[src/rtl/spi_slave_rx_tx.sv]
// SPI mode-3 slave with synchronized SCLK/CS/MOSI, a single-word TX holding
// register that falls back to IDLE_TX, and a one-word RX register with a valid strobe.
module spi_slave_rx_tx #(
    parameter int unsigned       DATA_W  = 8,
    parameter logic [DATA_W-1:0] IDLE_TX = 8'hFF
) (
    input  logic              sys_clk,
    input  logic              sys_rst,
    input  logic              spi_clk_i,
    input  logic              spi_cs_i,
    input  logic              spi_mosi_i,
    output logic              spi_miso_o,
    output logic              spi_miso_oe_o,
    output logic [DATA_W-1:0] rx_data_o,
    output logic              rx_valid_o,
    input  logic [DATA_W-1:0] tx_data_i,
    input  logic              tx_valid_i,
    output logic              tx_ready_o,
    output logic              tx_underrun_o
);

    localparam int unsigned      CNT_W    = (DATA_W > 1) ? $clog2(DATA_W) : 1;
    localparam logic [CNT_W-1:0] LAST_BIT = CNT_W'(DATA_W - 1);

    typedef enum logic {
        StIdle,
        StActive
    } state_e;

    state_e              r_state;
    logic [2:0]          r_clk_sync;
    logic [2:0]          r_cs_sync;
    logic [1:0]          r_mosi_sync;
    logic [CNT_W-1:0]    r_bit_cnt;
    logic [DATA_W-1:0]   r_rx_shift;
    logic [DATA_W-1:0]   r_tx_shift;
    logic [DATA_W-1:0]   r_rx_data;
    logic                r_rx_valid;
    logic                r_underrun;
    logic [DATA_W-1:0]   r_hold;
    logic                r_hold_full;

    logic                w_clk_rise;
    logic                w_clk_fall;
    logic                w_cs_fall;
    logic                w_cs_rise;
    logic                w_mosi;
    logic                w_active;
    logic                w_tx_load;
    logic                w_tx_accept;

    // Stage [1] is the synchronized value; stage [2] only exists for edge detection.
    always_ff @(posedge sys_clk or posedge sys_rst) begin
        if (sys_rst) begin
            r_clk_sync  <= 3'b111;
            r_cs_sync   <= 3'b111;
            r_mosi_sync <= 2'b00;
        end else begin
            r_clk_sync  <= {r_clk_sync[1:0], spi_clk_i};
            r_cs_sync   <= {r_cs_sync[1:0], spi_cs_i};
            r_mosi_sync <= {r_mosi_sync[0], spi_mosi_i};
        end
    end

    assign w_clk_rise = r_clk_sync[1] & ~r_clk_sync[2];
    assign w_clk_fall = ~r_clk_sync[1] & r_clk_sync[2];
    assign w_cs_fall  = ~r_cs_sync[1] & r_cs_sync[2];
    assign w_cs_rise  = r_cs_sync[1] & ~r_cs_sync[2];
    assign w_mosi     = r_mosi_sync[1];

    assign w_active    = (r_state == StActive);
    // A cs release wins over any SCLK edge seen in the same cycle.
    assign w_tx_load   = w_active & ~w_cs_rise & w_clk_fall & (r_bit_cnt == '0);
    assign w_tx_accept = tx_valid_i & ~r_hold_full;

    always_ff @(posedge sys_clk or posedge sys_rst) begin
        if (sys_rst) begin
            r_hold      <= '0;
            r_hold_full <= 1'b0;
        end else if (w_tx_accept) begin
            r_hold      <= tx_data_i;
            r_hold_full <= 1'b1;
        end else if (w_tx_load) begin
            r_hold_full <= 1'b0;
        end
    end

    always_ff @(posedge sys_clk or posedge sys_rst) begin
        if (sys_rst) begin
            r_state    <= StIdle;
            r_bit_cnt  <= '0;
            r_rx_shift <= '0;
            r_tx_shift <= '0;
            r_rx_data  <= '0;
            r_rx_valid <= 1'b0;
            r_underrun <= 1'b0;
        end else begin
            r_rx_valid <= 1'b0;
            r_underrun <= 1'b0;
            unique case (r_state)
                StIdle: begin
                    if (w_cs_fall) begin
                        r_state    <= StActive;
                        r_bit_cnt  <= '0;
                        r_rx_shift <= '0;
                    end
                end
                StActive: begin
                    if (w_cs_rise) begin
                        r_state    <= StIdle;
                        r_bit_cnt  <= '0;
                        r_rx_shift <= '0;
                    end else begin
                        if (w_tx_load) begin
                            r_tx_shift <= r_hold_full ? r_hold : IDLE_TX;
                            r_underrun <= ~r_hold_full;
                        end else if (w_clk_fall) begin
                            r_tx_shift <= {r_tx_shift[DATA_W-2:0], 1'b0};
                        end
                        if (w_clk_rise) begin
                            r_rx_shift <= {r_rx_shift[DATA_W-2:0], w_mosi};
                            if (r_bit_cnt == LAST_BIT) begin
                                r_bit_cnt  <= '0;
                                r_rx_data  <= {r_rx_shift[DATA_W-2:0], w_mosi};
                                r_rx_valid <= 1'b1;
                            end else begin
                                r_bit_cnt <= r_bit_cnt + 1'b1;
                            end
                        end
                    end
                end
                default: r_state <= StIdle;
            endcase
        end
    end

    assign spi_miso_o    = w_active & r_tx_shift[DATA_W-1];
    assign spi_miso_oe_o = w_active;
    assign rx_data_o     = r_rx_data;
    assign rx_valid_o    = r_rx_valid;
    assign tx_ready_o    = ~r_hold_full;
    assign tx_underrun_o = r_underrun;

endmodule

[config.mk]
export PLATFORM = sky130hd
export DESIGN_NAME = spi_slave_rx_tx
export DESIGN_NICKNAME = d
export VERILOG_FILES = /design/src/rtl/spi_slave_rx_tx.sv
export SDC_FILE = /design/constraint.sdc
export NUM_CORES = 1
export LEC_CHECK = 0
export BUFFER_PORTS_ARGS = -buffer_cell sky130_fd_sc_hd__buf_2
export CORE_AREA = 10 10 79 81
export DETAILED_ROUTE_END_ITERATION = 16
export DIE_AREA = 0 0 89 91
export GPL_TIMING_DRIVEN = 1
export MAX_ROUTING_LAYER = met4
export PLACE_DENSITY_LB_ADDON = 0.08
export REMOVE_ABC_BUFFERS = 1
export SKIP_CTS_REPAIR_TIMING = 1
export SLEW_MARGIN = 25
export SYNTH_ARGS = -nofsm -noshare
export SYNTH_HDL_FRONTEND = slang
export SYNTH_SLANG_ARGS = --single-unit
[constraint.sdc]
create_clock -name sys_clk -period 1.8 [get_ports sys_clk]
set_input_delay 0.09 -clock sys_clk [delete_from_list [all_inputs] [get_ports sys_clk]]
set_output_delay 0.09 -clock sys_clk [all_outputs]
set_load 0.1 [all_outputs]
==> impl_metrics.prom <==
# TYPE chip_impl_metric gauge
chip_impl_metric{name="die_height",unit="µm"} 91
chip_impl_metric{name="worst_slew_margin_rel",unit=""} 0.563
chip_impl_metric{name="total_die_area",unit="mm²"} 0.00810
chip_impl_info{name="critical-path-top-cell-by-count",value="sky130_fd_sc_hd__mux2_4"} 1
chip_impl_metric{name="floorplan.io_pins",unit=""} 27
chip_impl_info{name="slowest_stage",value="sky130_fd_sc_hd__dfrtp_1"} 1
chip_impl_metric{name="cts_max_path_buffers",unit=""} 2
chip_impl_metric{name="max_freq",unit="GHz"} 0.606
chip_impl_metric{name="final_layout_size_suffix_gt1_frac",unit=""} 0.381
chip_impl_metric{name="maximum_number_of_pins_on_one_net_before_global_route_repair",unit=""} 30
chip_impl_metric{name="clk_transition_reported_paths",unit="ps"} 80
chip_impl_metric{name="synth.ff_latch_count",unit=""} 46
chip_impl_info{name="worst_hold_class",value="in2reg"} 1
chip_impl_metric{name="vias_per_cell",unit=""} 5.28
chip_impl_metric{name="final.setup_skew",unit="ps"} 4.25
chip_impl_metric{name="dp_hpwl",unit="µm"} 2690
chip_impl_metric{name="first_global_vias",unit=""} 1383
chip_impl_metric{name="timing_worst_slew_pin_value",unit="ps"} 652
chip_impl_metric{name="final-hold-violation-count",unit=""} 0
chip_impl_metric{name="timing.final.setup_violations",unit=""} 0
chip_impl_info{name="grt_setup_unrepaired",value="false"} 1
chip_impl_metric{name="num_antenna_cells",unit=""} 0
chip_impl_metric{name="filler_cell_count",unit=""} 395
chip_impl_metric{name="sequential_to_total_area_share_from_yosys_stat",unit=""} 0.570
chip_impl_info{name="clockRootBuffer",value="sky130_fd_sc_hd__clkbuf_8"} 1
chip_impl_metric{name="met2_wirelength",unit="µm"} 1820
chip_impl_metric{name="fin_crit_sh",unit=""} 0.916
chip_impl_metric{name="routed-via-count",unit=""} 1309
chip_impl_metric{name="irDropWorstVdd",unit="mV"} 0.596
chip_impl_info{name="critical_path_cell_by_cell",value="inv_1 -> ha_1 -> nor2b_2 -> mux2_4 -> mux2_4"} 1
chip_impl_metric{name="drc",unit=""} 0
chip_impl_metric{name="synthToLayoutAreaGrowth",unit="%"} 17.3
chip_impl_metric{name="required",unit="ps"} 1980
chip_impl_metric{name="yosysWarningCount",unit=""} 0
chip_impl_info{name="clock_tree_from_tritoncts",value="yes"} 1
chip_impl_metric{name="syn_area",unit="mm²"} 0.00203
chip_impl_metric{name="clock_sinks",unit=""} 46
chip_impl_metric{name="holdWs",unit="ps"} 25.4
chip_impl_info{name="maxUsedRoutingLayer",value="met4"} 1
chip_impl_metric{name="wl_met3",unit="µm"} 156
chip_impl_metric{name="max_cap_viols",unit=""} 0
chip_impl_metric{name="detailedRoute.firstIterationViolations",unit=""} 73
chip_impl_metric{name="ctsHtreeMaxLevel",unit=""} 2
chip_impl_metric{name="drtAntennaViolNets",unit=""} 0
chip_impl_metric{name="critPathMaxStageDelay",unit="ps"} 400
chip_impl_metric{name="dp_worst_setup_slack",unit="ps"} 164
chip_impl_metric{name="number_of_different_library_cells_in_the_post_synthesis_netlist",unit=""} 30
chip_impl_info{name="cp_capture_type",value="register"} 1
chip_impl_metric{name="dieWidth",unit="µm"} 89
chip_impl_metric{name="drtPass1Iterations",unit=""} 4
chip_impl_metric{name="grt_antenna_before_repair",unit=""} 0
chip_impl_metric{name="port_buffers",unit=""} 26
chip_impl_metric{name="finish.net_count",unit=""} 210
chip_impl_metric{name="period_minus_slack",unit="ps"} 1650
chip_impl_metric{name="groute.usage.overall",unit=""} 0.109
chip_impl_metric{name="synth_area_per_cell",unit="µm²"} 12.9
chip_impl_metric{name="start_util",unit=""} 0.436
chip_impl_metric{name="finalPower",unit="W"} 0.00289
chip_impl_metric{name="overflow",unit=""} 0
chip_impl_metric{name="wl_per_cell",unit="µm"} 15.2
chip_impl_metric{name="worst_ep_arrival_time",unit="ps"} 1830
chip_impl_metric{name="tritoncts.num_buffers",unit=""} 5
chip_impl_info{name="setup.worst_path.start_class",value="register"} 1
chip_impl_metric{name="grt_pass1_wl",unit="µm"} 6760
chip_impl_metric{name="final-max-slew-violation-count",unit=""} 0
chip_impl_metric{name="placeableCoreArea",unit="mm²"} 0.00466
chip_impl_metric{name="static_leakage",unit="nW"} 1.15
chip_impl_metric{name="post_synth_inst_count",unit=""} 158
chip_impl_metric{name="route.layer.met1.wl",unit="µm"} 1720
chip_impl_metric{name="critPathMaxFanout",unit=""} 4
chip_impl_info{name="timing_worst_setup_path_type",value="reg2reg"} 1
chip_impl_metric{name="setup_tns",unit="ps"} 0
chip_impl_metric{name="globalplace.congestion",unit=""} 0.703
chip_impl_metric{name="insertion_delay",unit="ps"} 290
chip_impl_metric{name="postLayoutSetupSlackWorst",unit="ps"} 151
chip_impl_info{name="status",value="complete, no violations"} 1
chip_impl_metric{name="power_density_of_the_placed_cells",unit="mW/mm²"} 1210
chip_impl_metric{name="wirelength",unit="µm"} 3760
chip_impl_metric{name="row_count",unit=""} 25
-- metrics by stage --
| step | utilization | instances | cell area (µm²) |
|---|---|---|---|
| 6_report | 0.512 | 248 | 2380 |
| 4_1_cts | 0.503 | 244 | 2340 |
| 2_1_floorplan | - | 148 | 1970 |
| 3_3_place_gp | 0.483 | 236 | 2250 |
| 5_1_grt | 0.512 | 248 | 2380 |
| 3_5_place_dp | 0.483 | 236 | 2250 |
-- registers in the layout (all words and copies together) (netlist names), 2 cells and up --
signal / flops
r_tx_shift: 8
r_hold: 8
rx_data_o: 8
r_rx_shift: 7
r_mosi_sync: 2
r_bit_cnt: 3
r_cs_sync: 3
r_clk_sync: 3
-- per-layer routing --
| layer | track usage | vias to the layer above |
|---|---|---|
| li1 | - | 624 |
| met2 | 0.157 | 29 |
| met4 | 0.0491 | 0 |
| met1 | 0.137 | 648 |
| met3 | 0.0304 | 8 |
| met5 | - | - |
-- cells by family (layout without fill, tap and decap cells) --
group	Yosys count	after routing	synth area share
flops	46	46	0.570
fa+ha+maj	3	3	0.0185
mux	29	29	0.170
simple gates	26	26	0.0923
compound gates	36	36	0.103
buf+inv	18	54	0.0468
-- synthesized netlist by cell type --
library cell                number  area share
sky130_fd_sc_hd__a21oi_1        10       0.025
sky130_fd_sc_hd__nand2_1         1      0.0018
sky130_fd_sc_hd__nor2b_1         4       0.012
sky130_fd_sc_hd__ha_1            3       0.018
sky130_fd_sc_hd__mux2i_1         6       0.030
sky130_fd_sc_hd__clkbuf_2        2      0.0049
sky130_fd_sc_hd__a211oi_1       10       0.037
sky130_fd_sc_hd__dfstp_2         6       0.078
sky130_fd_sc_hd__o21ai_0        14       0.034
sky130_fd_sc_hd__a31oi_1         1      0.0031
sky130_fd_sc_hd__clkbuf_1        1      0.0018
sky130_fd_sc_hd__or2b_1          1      0.0037
sky130_fd_sc_hd__mux2_2         16       0.089
sky130_fd_sc_hd__and2_1          1      0.0031
sky130_fd_sc_hd__inv_1           8       0.015
sky130_fd_sc_hd__nand2b_4        1      0.0068
sky130_fd_sc_hd__nor2b_4         1      0.0068
sky130_fd_sc_hd__and4b_1         1      0.0049
sky130_fd_sc_hd__dfrtp_1        40        0.49
sky130_fd_sc_hd__o21a_1          1      0.0037
sky130_fd_sc_hd__nand4bb_1       2       0.011
sky130_fd_sc_hd__nor2_1          8       0.015
sky130_fd_sc_hd__nand2b_1        3      0.0092
sky130_fd_sc_hd__buf_1           2      0.0037
sky130_fd_sc_hd__mux2_4          7       0.052
sky130_fd_sc_hd__and3_1          1      0.0031
sky130_fd_sc_hd__nand4_4         1       0.010
sky130_fd_sc_hd__buf_2           2      0.0049
sky130_fd_sc_hd__buf_6           3       0.017
sky130_fd_sc_hd__nor2b_2         1      0.0043
-- placed cells by master, fill, tap and decap left out, drive strengths merged --
cell type / n
a21oi: 10
nand2b: 4
o21a: 1
dfrtp: 40
mux2i: 6
a211oi: 10
mux2: 23
ha: 3
nand2: 1
clkinv: 2
nor2b: 6
clkbuf: 7
buf: 34
dlygate4sd3: 4
o21ai: 14
nand4bb: 2
and2: 1
nand4: 1
and3: 1
or2b: 1
nor2: 8
inv: 7
and4b: 1
dfstp: 6
a31oi: 1
-- final cells by class --
class	count	area, µm²	share of cell area
inverter	8	30.0	0.0126
clock inverter	1	5.00	0.00210
clock buffer	7	86.3	0.0362
timing repair buffer	38	258	0.108
tap	54	67.6	0.0283
multi-input combinational	94	779	0.327
sequential	46	1160	0.486
-- final timing paths --
kind	to	cells after the start	slack, ps	startpoint
setup reg to reg	r_tx_shift[2]	5	150	r_bit_cnt[0]
setup / recovery	r_tx_shift[2]	5	150	r_bit_cnt[0]
max in group asynchronous	r_cs_sync[2]	4	870	sys_rst
min in group asynchronous	rx_data_o[1]	3	350	sys_rst
hold / removal	r_hold[1]	2	30	tx_data_i[1]
hold reg to reg	r_cs_sync[1]	0	360	r_cs_sync[0]
-- power breakdown --
| part | total, W | leakage (nW) | switching (W) | internal, W |
|---|---|---|---|---|
| combinational | 0.000840 | 0.533 | 0.000419 | 0.000421 |
| sequential | 0.00141 | 0.570 | 0.000137 | 0.00127 |
| clock | 0.000637 | 0.0482 | 0.000327 | 0.000310 |
-- worst max-delay path: cells and delay by family, from the launching register on --
kind,cells,cell delay [ps]
AND/OR/NAND/NOR,1,280
buffers and inverters,1,100
adder cells (fa/ha/maj),1,190
flip-flops,1,400
multiplexers,2,570
Note: power is estimated with default switching activity, not from simulation.
